**config.mk**
```make
export PLATFORM = sky130hd
export DESIGN_NAME = pc_unit_flat
export DESIGN_NICKNAME = d
export VERILOG_FILES = /design/src/rtl/pc_unit_if.sv /design/src/rtl/pc_unit.sv /design/src/flat_wrapper.sv
export SDC_FILE = /design/constraint.sdc
export NUM_CORES = 1
export LEC_CHECK = 0
export CORE_AREA = 2 2 178 180
export CTS_CLUSTER_DIAMETER = 200
export DETAILED_ROUTE_END_ITERATION = 8
export DIE_AREA = 0 0 180 182
export HOLD_SLACK_MARGIN = 0.1
export PLACE_DENSITY_LB_ADDON = 0.1
export SYNTH_ARGS = -nofsm -noshare
export SYNTH_HDL_FRONTEND = slang
export SYNTH_SLANG_ARGS = --single-unit
```
**constraint.sdc**
```tcl
create_clock -name clk -period 15.32 [get_ports clk]
set_input_delay 3.064 -clock clk [delete_from_list [all_inputs] [get_ports clk]]
set_output_delay 3.064 -clock clk [all_outputs]
set_load 0.05 [all_outputs]
```
**src/rtl/pc_unit_if.sv**
```systemverilog
// Bundle of pc_unit control inputs and status outputs.
// Trace signals exist only when PC_TRACE_EN is defined.
interface pc_unit_if #(
    parameter int unsigned TRACE_DEPTH = 8
);
    localparam int unsigned IdxW = $clog2(TRACE_DEPTH);

    logic        stall;
    logic        halt_req;
    logic        resume;
    logic        branch_taken;
    logic [63:0] branch_target;
    logic        jalr_valid;
    logic [63:0] jalr_target;
    logic        trap_req;
    logic [63:0] trap_vector;
    logic [63:0] pc;
    logic [63:0] pc_plus4;
    logic        misaligned;
    logic [63:0] bad_addr;
    logic        halted;
    logic        faulted;
    logic [63:0] retire_count;
`ifdef PC_TRACE_EN
    logic [IdxW-1:0] trace_idx;
    logic [63:0]     trace_pc;
    logic [IdxW:0]   trace_count;
`endif

    modport master (
        output stall, halt_req, resume, branch_taken, branch_target,
        output jalr_valid, jalr_target, trap_req, trap_vector,
        input  pc, pc_plus4, misaligned, bad_addr, halted, faulted, retire_count
`ifdef PC_TRACE_EN
        , output trace_idx
        , input  trace_pc, trace_count
`endif
    );

    modport slave (
        input  stall, halt_req, resume, branch_taken, branch_target,
        input  jalr_valid, jalr_target, trap_req, trap_vector,
        output pc, pc_plus4, misaligned, bad_addr, halted, faulted, retire_count
`ifdef PC_TRACE_EN
        , input  trace_idx
        , output trace_pc, trace_count
`endif
    );
endinterface

```
**src/rtl/pc_unit.sv**
```systemverilog
// Program-counter stage: registered next-PC select, halt/fault tracking, retire counter.
// Optional redirect trace ring buffer enabled by defining PC_TRACE_EN.
module pc_unit #(
    parameter logic [63:0] RESET_VECTOR = 64'h0,
    parameter int unsigned TRACE_DEPTH  = 8
) (
    input  logic     clk,
    input  logic     reset,
    pc_unit_if.slave bus
);
    typedef enum logic [1:0] {StRun, StHalted, StFault} state_e;

    state_e      state_q, state_d;
    logic [63:0] pc_q, pc_d;
    logic [63:0] bad_addr_q, bad_addr_d;
    logic [63:0] retire_q, retire_d;
    logic        misaligned_q, misaligned_d;
    logic        redirect_ok;
    logic [63:0] pc_plus4;
    logic [63:0] jalr_tgt;

    assign pc_plus4 = pc_q + 64'd4;
    assign jalr_tgt = bus.jalr_target & ~64'd1;

    always_comb begin
        state_d      = state_q;
        pc_d         = pc_q;
        bad_addr_d   = bad_addr_q;
        retire_d     = retire_q;
        misaligned_d = 1'b0;
        redirect_ok  = 1'b0;
        if (bus.trap_req) begin
            pc_d        = bus.trap_vector;
            state_d     = StRun;
            redirect_ok = 1'b1;
            if (state_q == StRun) retire_d = retire_q + 64'd1;
        end else begin
            case (state_q)
                StRun: begin
                    if (bus.halt_req) begin
                        state_d = StHalted;
                    end else if (bus.stall) begin
                        state_d = StRun;
                    end else if (bus.jalr_valid) begin
                        // bit0 is already cleared, so only bit1 can make the target misaligned
                        if (jalr_tgt[1]) begin
                            misaligned_d = 1'b1;
                            bad_addr_d   = jalr_tgt;
                            state_d      = StFault;
                        end else begin
                            pc_d        = jalr_tgt;
                            retire_d    = retire_q + 64'd1;
                            redirect_ok = 1'b1;
                        end
                    end else if (bus.branch_taken) begin
                        if (bus.branch_target[1:0] != 2'b00) begin
                            misaligned_d = 1'b1;
                            bad_addr_d   = bus.branch_target;
                            state_d      = StFault;
                        end else begin
                            pc_d        = bus.branch_target;
                            retire_d    = retire_q + 64'd1;
                            redirect_ok = 1'b1;
                        end
                    end else begin
                        pc_d     = pc_plus4;
                        retire_d = retire_q + 64'd1;
                    end
                end
                StHalted: begin
                    if (bus.resume && !bus.halt_req) state_d = StRun;
                end
                default: state_d = StFault;
            endcase
        end
    end

    always_ff @(posedge clk or posedge reset) begin
        if (reset) begin
            state_q      <= StRun;
            pc_q         <= RESET_VECTOR;
            bad_addr_q   <= 64'd0;
            retire_q     <= 64'd0;
            misaligned_q <= 1'b0;
        end else begin
            state_q      <= state_d;
            pc_q         <= pc_d;
            bad_addr_q   <= bad_addr_d;
            retire_q     <= retire_d;
            misaligned_q <= misaligned_d;
        end
    end

    assign bus.pc           = pc_q;
    assign bus.pc_plus4     = pc_plus4;
    assign bus.misaligned   = misaligned_q;
    assign bus.bad_addr     = bad_addr_q;
    assign bus.halted       = (state_q == StHalted);
    assign bus.faulted      = (state_q == StFault);
    assign bus.retire_count = retire_q;

`ifdef PC_TRACE_EN
    localparam int unsigned    IdxW     = $clog2(TRACE_DEPTH);
    localparam logic [IdxW:0]  MaxCount = (IdxW + 1)'(TRACE_DEPTH);

    logic [63:0]     trace_buf_q [TRACE_DEPTH];
    logic [IdxW-1:0] wr_ptr_q, wr_ptr_d, rd_ptr;
    logic [IdxW:0]   trace_count_q, trace_count_d;

    always_comb begin
        wr_ptr_d      = wr_ptr_q;
        trace_count_d = trace_count_q;
        if (redirect_ok) begin
            wr_ptr_d = wr_ptr_q + IdxW'(1);
            if (trace_count_q != MaxCount) trace_count_d = trace_count_q + (IdxW + 1)'(1);
        end
    end

    always_ff @(posedge clk or posedge reset) begin
        if (reset) begin
            wr_ptr_q      <= '0;
            trace_count_q <= '0;
        end else begin
            wr_ptr_q      <= wr_ptr_d;
            trace_count_q <= trace_count_d;
        end
    end

    // Contents need no reset; trace_count masks stale entries.
    always_ff @(posedge clk) begin
        if (redirect_ok && !reset) trace_buf_q[wr_ptr_q] <= pc_q;
    end

    assign rd_ptr          = wr_ptr_q - IdxW'(1) - bus.trace_idx;
    assign bus.trace_count = trace_count_q;
    assign bus.trace_pc    = ({1'b0, bus.trace_idx} < trace_count_q) ? trace_buf_q[rd_ptr] : 64'd0;
`else
    logic        unused_redirect;
    logic [31:0] unused_trace_depth;
    assign unused_redirect    = redirect_ok;
    assign unused_trace_depth = TRACE_DEPTH;
`endif
endmodule

```
**src/flat_wrapper.sv**
```systemverilog
// flat-port wrapper written by rule: the top's interface ports become plain ports
module pc_unit_flat 
#(
    parameter logic [63:0] RESET_VECTOR = 64'h0,
    parameter int unsigned TRACE_DEPTH  = 8
)
  (clk, reset, bus_stall, bus_halt_req, bus_resume, bus_branch_taken, bus_branch_target, bus_jalr_valid, bus_jalr_target, bus_trap_req, bus_trap_vector, bus_pc, bus_pc_plus4, bus_misaligned, bus_bad_addr, bus_halted, bus_faulted, bus_retire_count);
  pc_unit_if #(.TRACE_DEPTH(TRACE_DEPTH)) bus_i ();
  input  logic clk;
  input  logic reset;
  input wire logic [$bits(bus_i.stall)-1:0] bus_stall;
  input wire logic [$bits(bus_i.halt_req)-1:0] bus_halt_req;
  input wire logic [$bits(bus_i.resume)-1:0] bus_resume;
  input wire logic [$bits(bus_i.branch_taken)-1:0] bus_branch_taken;
  input wire logic [$bits(bus_i.branch_target)-1:0] bus_branch_target;
  input wire logic [$bits(bus_i.jalr_valid)-1:0] bus_jalr_valid;
  input wire logic [$bits(bus_i.jalr_target)-1:0] bus_jalr_target;
  input wire logic [$bits(bus_i.trap_req)-1:0] bus_trap_req;
  input wire logic [$bits(bus_i.trap_vector)-1:0] bus_trap_vector;
  output wire logic [$bits(bus_i.pc)-1:0] bus_pc;
  output wire logic [$bits(bus_i.pc_plus4)-1:0] bus_pc_plus4;
  output wire logic [$bits(bus_i.misaligned)-1:0] bus_misaligned;
  output wire logic [$bits(bus_i.bad_addr)-1:0] bus_bad_addr;
  output wire logic [$bits(bus_i.halted)-1:0] bus_halted;
  output wire logic [$bits(bus_i.faulted)-1:0] bus_faulted;
  output wire logic [$bits(bus_i.retire_count)-1:0] bus_retire_count;
  assign bus_i.stall = bus_stall;
  assign bus_i.halt_req = bus_halt_req;
  assign bus_i.resume = bus_resume;
  assign bus_i.branch_taken = bus_branch_taken;
  assign bus_i.branch_target = bus_branch_target;
  assign bus_i.jalr_valid = bus_jalr_valid;
  assign bus_i.jalr_target = bus_jalr_target;
  assign bus_i.trap_req = bus_trap_req;
  assign bus_i.trap_vector = bus_trap_vector;
  assign bus_pc = bus_i.pc;
  assign bus_pc_plus4 = bus_i.pc_plus4;
  assign bus_misaligned = bus_i.misaligned;
  assign bus_bad_addr = bus_i.bad_addr;
  assign bus_halted = bus_i.halted;
  assign bus_faulted = bus_i.faulted;
  assign bus_retire_count = bus_i.retire_count;
  pc_unit #(.RESET_VECTOR(RESET_VECTOR), .TRACE_DEPTH(TRACE_DEPTH)) u_core (.clk(clk), .reset(reset), .bus(bus_i));
endmodule
```
==> flow_summary.ini <==
[setup_path]
crit_type = reg2out
timing.rr.start = u_core.bus.pc[12]
cp-start-kind = flop
worst_ep_required_time_ps = 12260
ff2ff_setup_slack_ps = 11880
reg2reg_depth = 6
critPathCaptureType = primary output
cp_max_fo = 16
worstReg2RegEnd = u_core.bus.pc[60]
cp_data_arrival_time_ps = 4470

[layout]
seq_area_sq_um = 4880
n_fill_cell = 2953
multi_input_area_sq_um = 6230
drive_gt1_share_pct = 3.93
area_growth_pct = 47.5
fin_nets = 1947

[global_route]
grt_pass1_wl_um = 73000
grt_usage_pct = 28.8
antenna_found_initial = 4
first_global_vias = 11700
overflow = 0
grt_max_degree = 88

[power_and_ir_drop]
power.switching_uw = 865
p_per_area_nw_per_um2 = 117
power_frac_seq_pct = 33.7
pwr-share-clk_pct = 23.2
peakVddDrop_v = 0.0000683
p_comb_share_pct = 43.2
p_leak_nw = 7.13
p_int_mw = 1.13
p_sw_share_pct = 43.4

[timing]
setup_viol_count_final = 0
finClkSkew_ps = 11.5
tns_ps = 0
fmax_mhz = 133
relSlewSlack_pct = 27.5
worstMarginPinSlew_ps = 1080
period_minus_slack_ps = 7540
hold_viol = 0
rsz0062_at_grt = false
worst_slack_ps = 7780
drv_slew = 0
fin_crit_sh_pct = 49.2

[logic_synthesis]
synth-edff-count = 0
ys.flop_type = dfrtp_1
yosys-top-cells-count = dfrtp_1 (195), nand2_1 (195), nor2_1 (115), o21ai_0 (113), xnor2_1 (75)
seq_area_frac_synth_pct = 42.4
synth_area_per_cell_sq_um = 8.60
yosysWarnings = 0
yosys.area.top_type = dfrtp_1
synth_cell_type_count = 62
async_flop_share_pct = 100
synth_cells = 1339
syn_nets = 1541
synth-seq-cells = 195
synth_top_area_share_pct = 42.4
synthesis.area_sq_um = 11500
synthTopCellsByArea = dfrtp_1 (42%), nand2_1 (6.4%), xnor2_1 (5.7%), o21ai_0 (4.9%), mux2i_1 (4.2%)

[clock_network]
clk_latency_ps = 450
cts_resized = 0
cts_root_buffer = clkbuf_16
post_cts_buffers = 0
cts_tree = done
hold_buffers = 0
htree_levels = 4
cts_max_path_buffers = 2
path_clk_slew_ps = 70
cts_made_buffers = 17
clock-sinks = 195

[drt]
drt_iter0_markers = 807
route.detailed.drc = 0
wl_um = 47900
post_drt_wl_per_cell_um = 22.2
drt_pass1_iterations = 5
routed_via_density = 5.52
num_vias = 11900
ant_nets = 0

[min_path]
hold_end = u_core.bus.retire_count[63]
hold_class = reg2reg
hold_depth = 1
min_from = u_core.bus.retire_count[63]

[floorplan]
dieWidth_um = 180
die_y_um = 182
ios = 459
start_util_pct = 37.2
rows = 65
dieArea_sq_um = 32800
coreArea_sq_um = 31000

[run]
drv_cap = 0

[place]
io_buffer_count = 457
place_congestion = 0.873
place_ws_ps = 8230
dp_hpwl_um = 35200

[run_status]
status = finished, final reports clean
-- registers in the layout, indices dropped and copies added, names as in the netlist --
signal	flops
u_core.bus.bad_addr	64
u_core.bus.pc	64
u_core.bus.retire_count	64
u_core.bus.misaligned	1
u_core.state_q	2
-- layout by cell type (no fill, tap or decap), types with 19 or more instances in the layout --
| cell | n |
|---|---|
| nand2_1 | 195 |
| a21boi_0 | 28 |
| nand4_1 | 39 |
| a21oi_1 | 67 |
| xnor2_1 | 75 |
| nor2_1 | 113 |
| o21ai_0 | 112 |
| mux2i_1 | 48 |
| nor3_1 | 26 |
| buf_4 | 20 |
| a221o_1 | 19 |
| xor2_1 | 47 |
| dfrtp_1 | 195 |
| nand3_1 | 47 |
| and3_1 | 42 |
| clkdlybuf4s50_1 | 454 |
| inv_1 | 23 |
-- cell type report --
cell class                 instances  area share (%)
antenna                            1          0.0147
clock buffer                      19            2.61
clock inverter                    11           0.759
inverter                          26           0.619
multi-input combinational       1030            36.7
sequential                       195            28.7
tap                              402            2.96
timing repair buffer             475            27.7
-- worst max-delay path, cell delays in order (launching register included) --
cell,delay [ps]
dfrtp_1,450
nand4_1,170
or4_1,870
or4_1,730
nor4_1,720
xor2_1,200
clkdlybuf4s50_1,880
-- cell families after synthesis --
logic type               share of synthesized area [%]
AO/OA/AOI/OAI                                     18.0
flip-flops                                        42.4
XOR/XNOR                                          9.28
adder cells (fa/ha/maj)                          0.217
buffers and inverters                             3.83
AND/OR/NAND/NOR                                   21.9
multiplexers                                      4.47
-- power by group through the flow --
stage / combinational, mW / clock (mW) / sequential [mW]
detailed placement: 0.862 / 0 / 0.679
global placement: 0.859 / 0 / 0.676
finish: 0.861 / 0.462 / 0.671
CTS: 0.864 / 0.470 / 0.670
floorplan: 0.264 / 0 / 0.929
global route: 0.901 / 0.489 / 0.683
-- how the worst max path moves through the flow --
stage                     depth (start not counted)  slack [ps]              start                     end
after floorplan                                   1        6940              reset  u_core.bus.bad_addr[0]
after global placement                            6        8300  u_core.bus.pc[12]        bus_pc_plus4[60]
after detailed placement                          6        8230  u_core.bus.pc[12]        bus_pc_plus4[60]
after CTS                                         6        7740  u_core.bus.pc[11]        bus_pc_plus4[60]
after global routing                              6        7660   u_core.bus.pc[6]        bus_pc_plus4[60]
final                                             6        7780  u_core.bus.pc[12]        bus_pc_plus4[60]
-- stage by stage --
step           power, mW  util (%)  area (sq um)  hold slack, ps  instances
2_1_floorplan       1.19         -         11500             485       1339
3_3_place_gp        1.53      53.0         16400             462       2128
3_5_place_dp        1.54      53.0         16400             470       2128
4_1_cts             2.01      54.8         17000             481       2158
5_1_grt             2.07      54.8         17000             499       2159
6_report            1.99      54.8         17000             475       2159
-- metal layers --
layer	share of wire [%]	vias up	wire [um]	track usage (%)
met5	0.083	-	40	0
met4	2.1	6	1020	8.72
met3	7.1	55	3410	7.10
met2	49	450	23500	49.0
met1	42	5840	20000	36.1
li1	-	5571	-	-
Power figures use the tool's default switching activity.
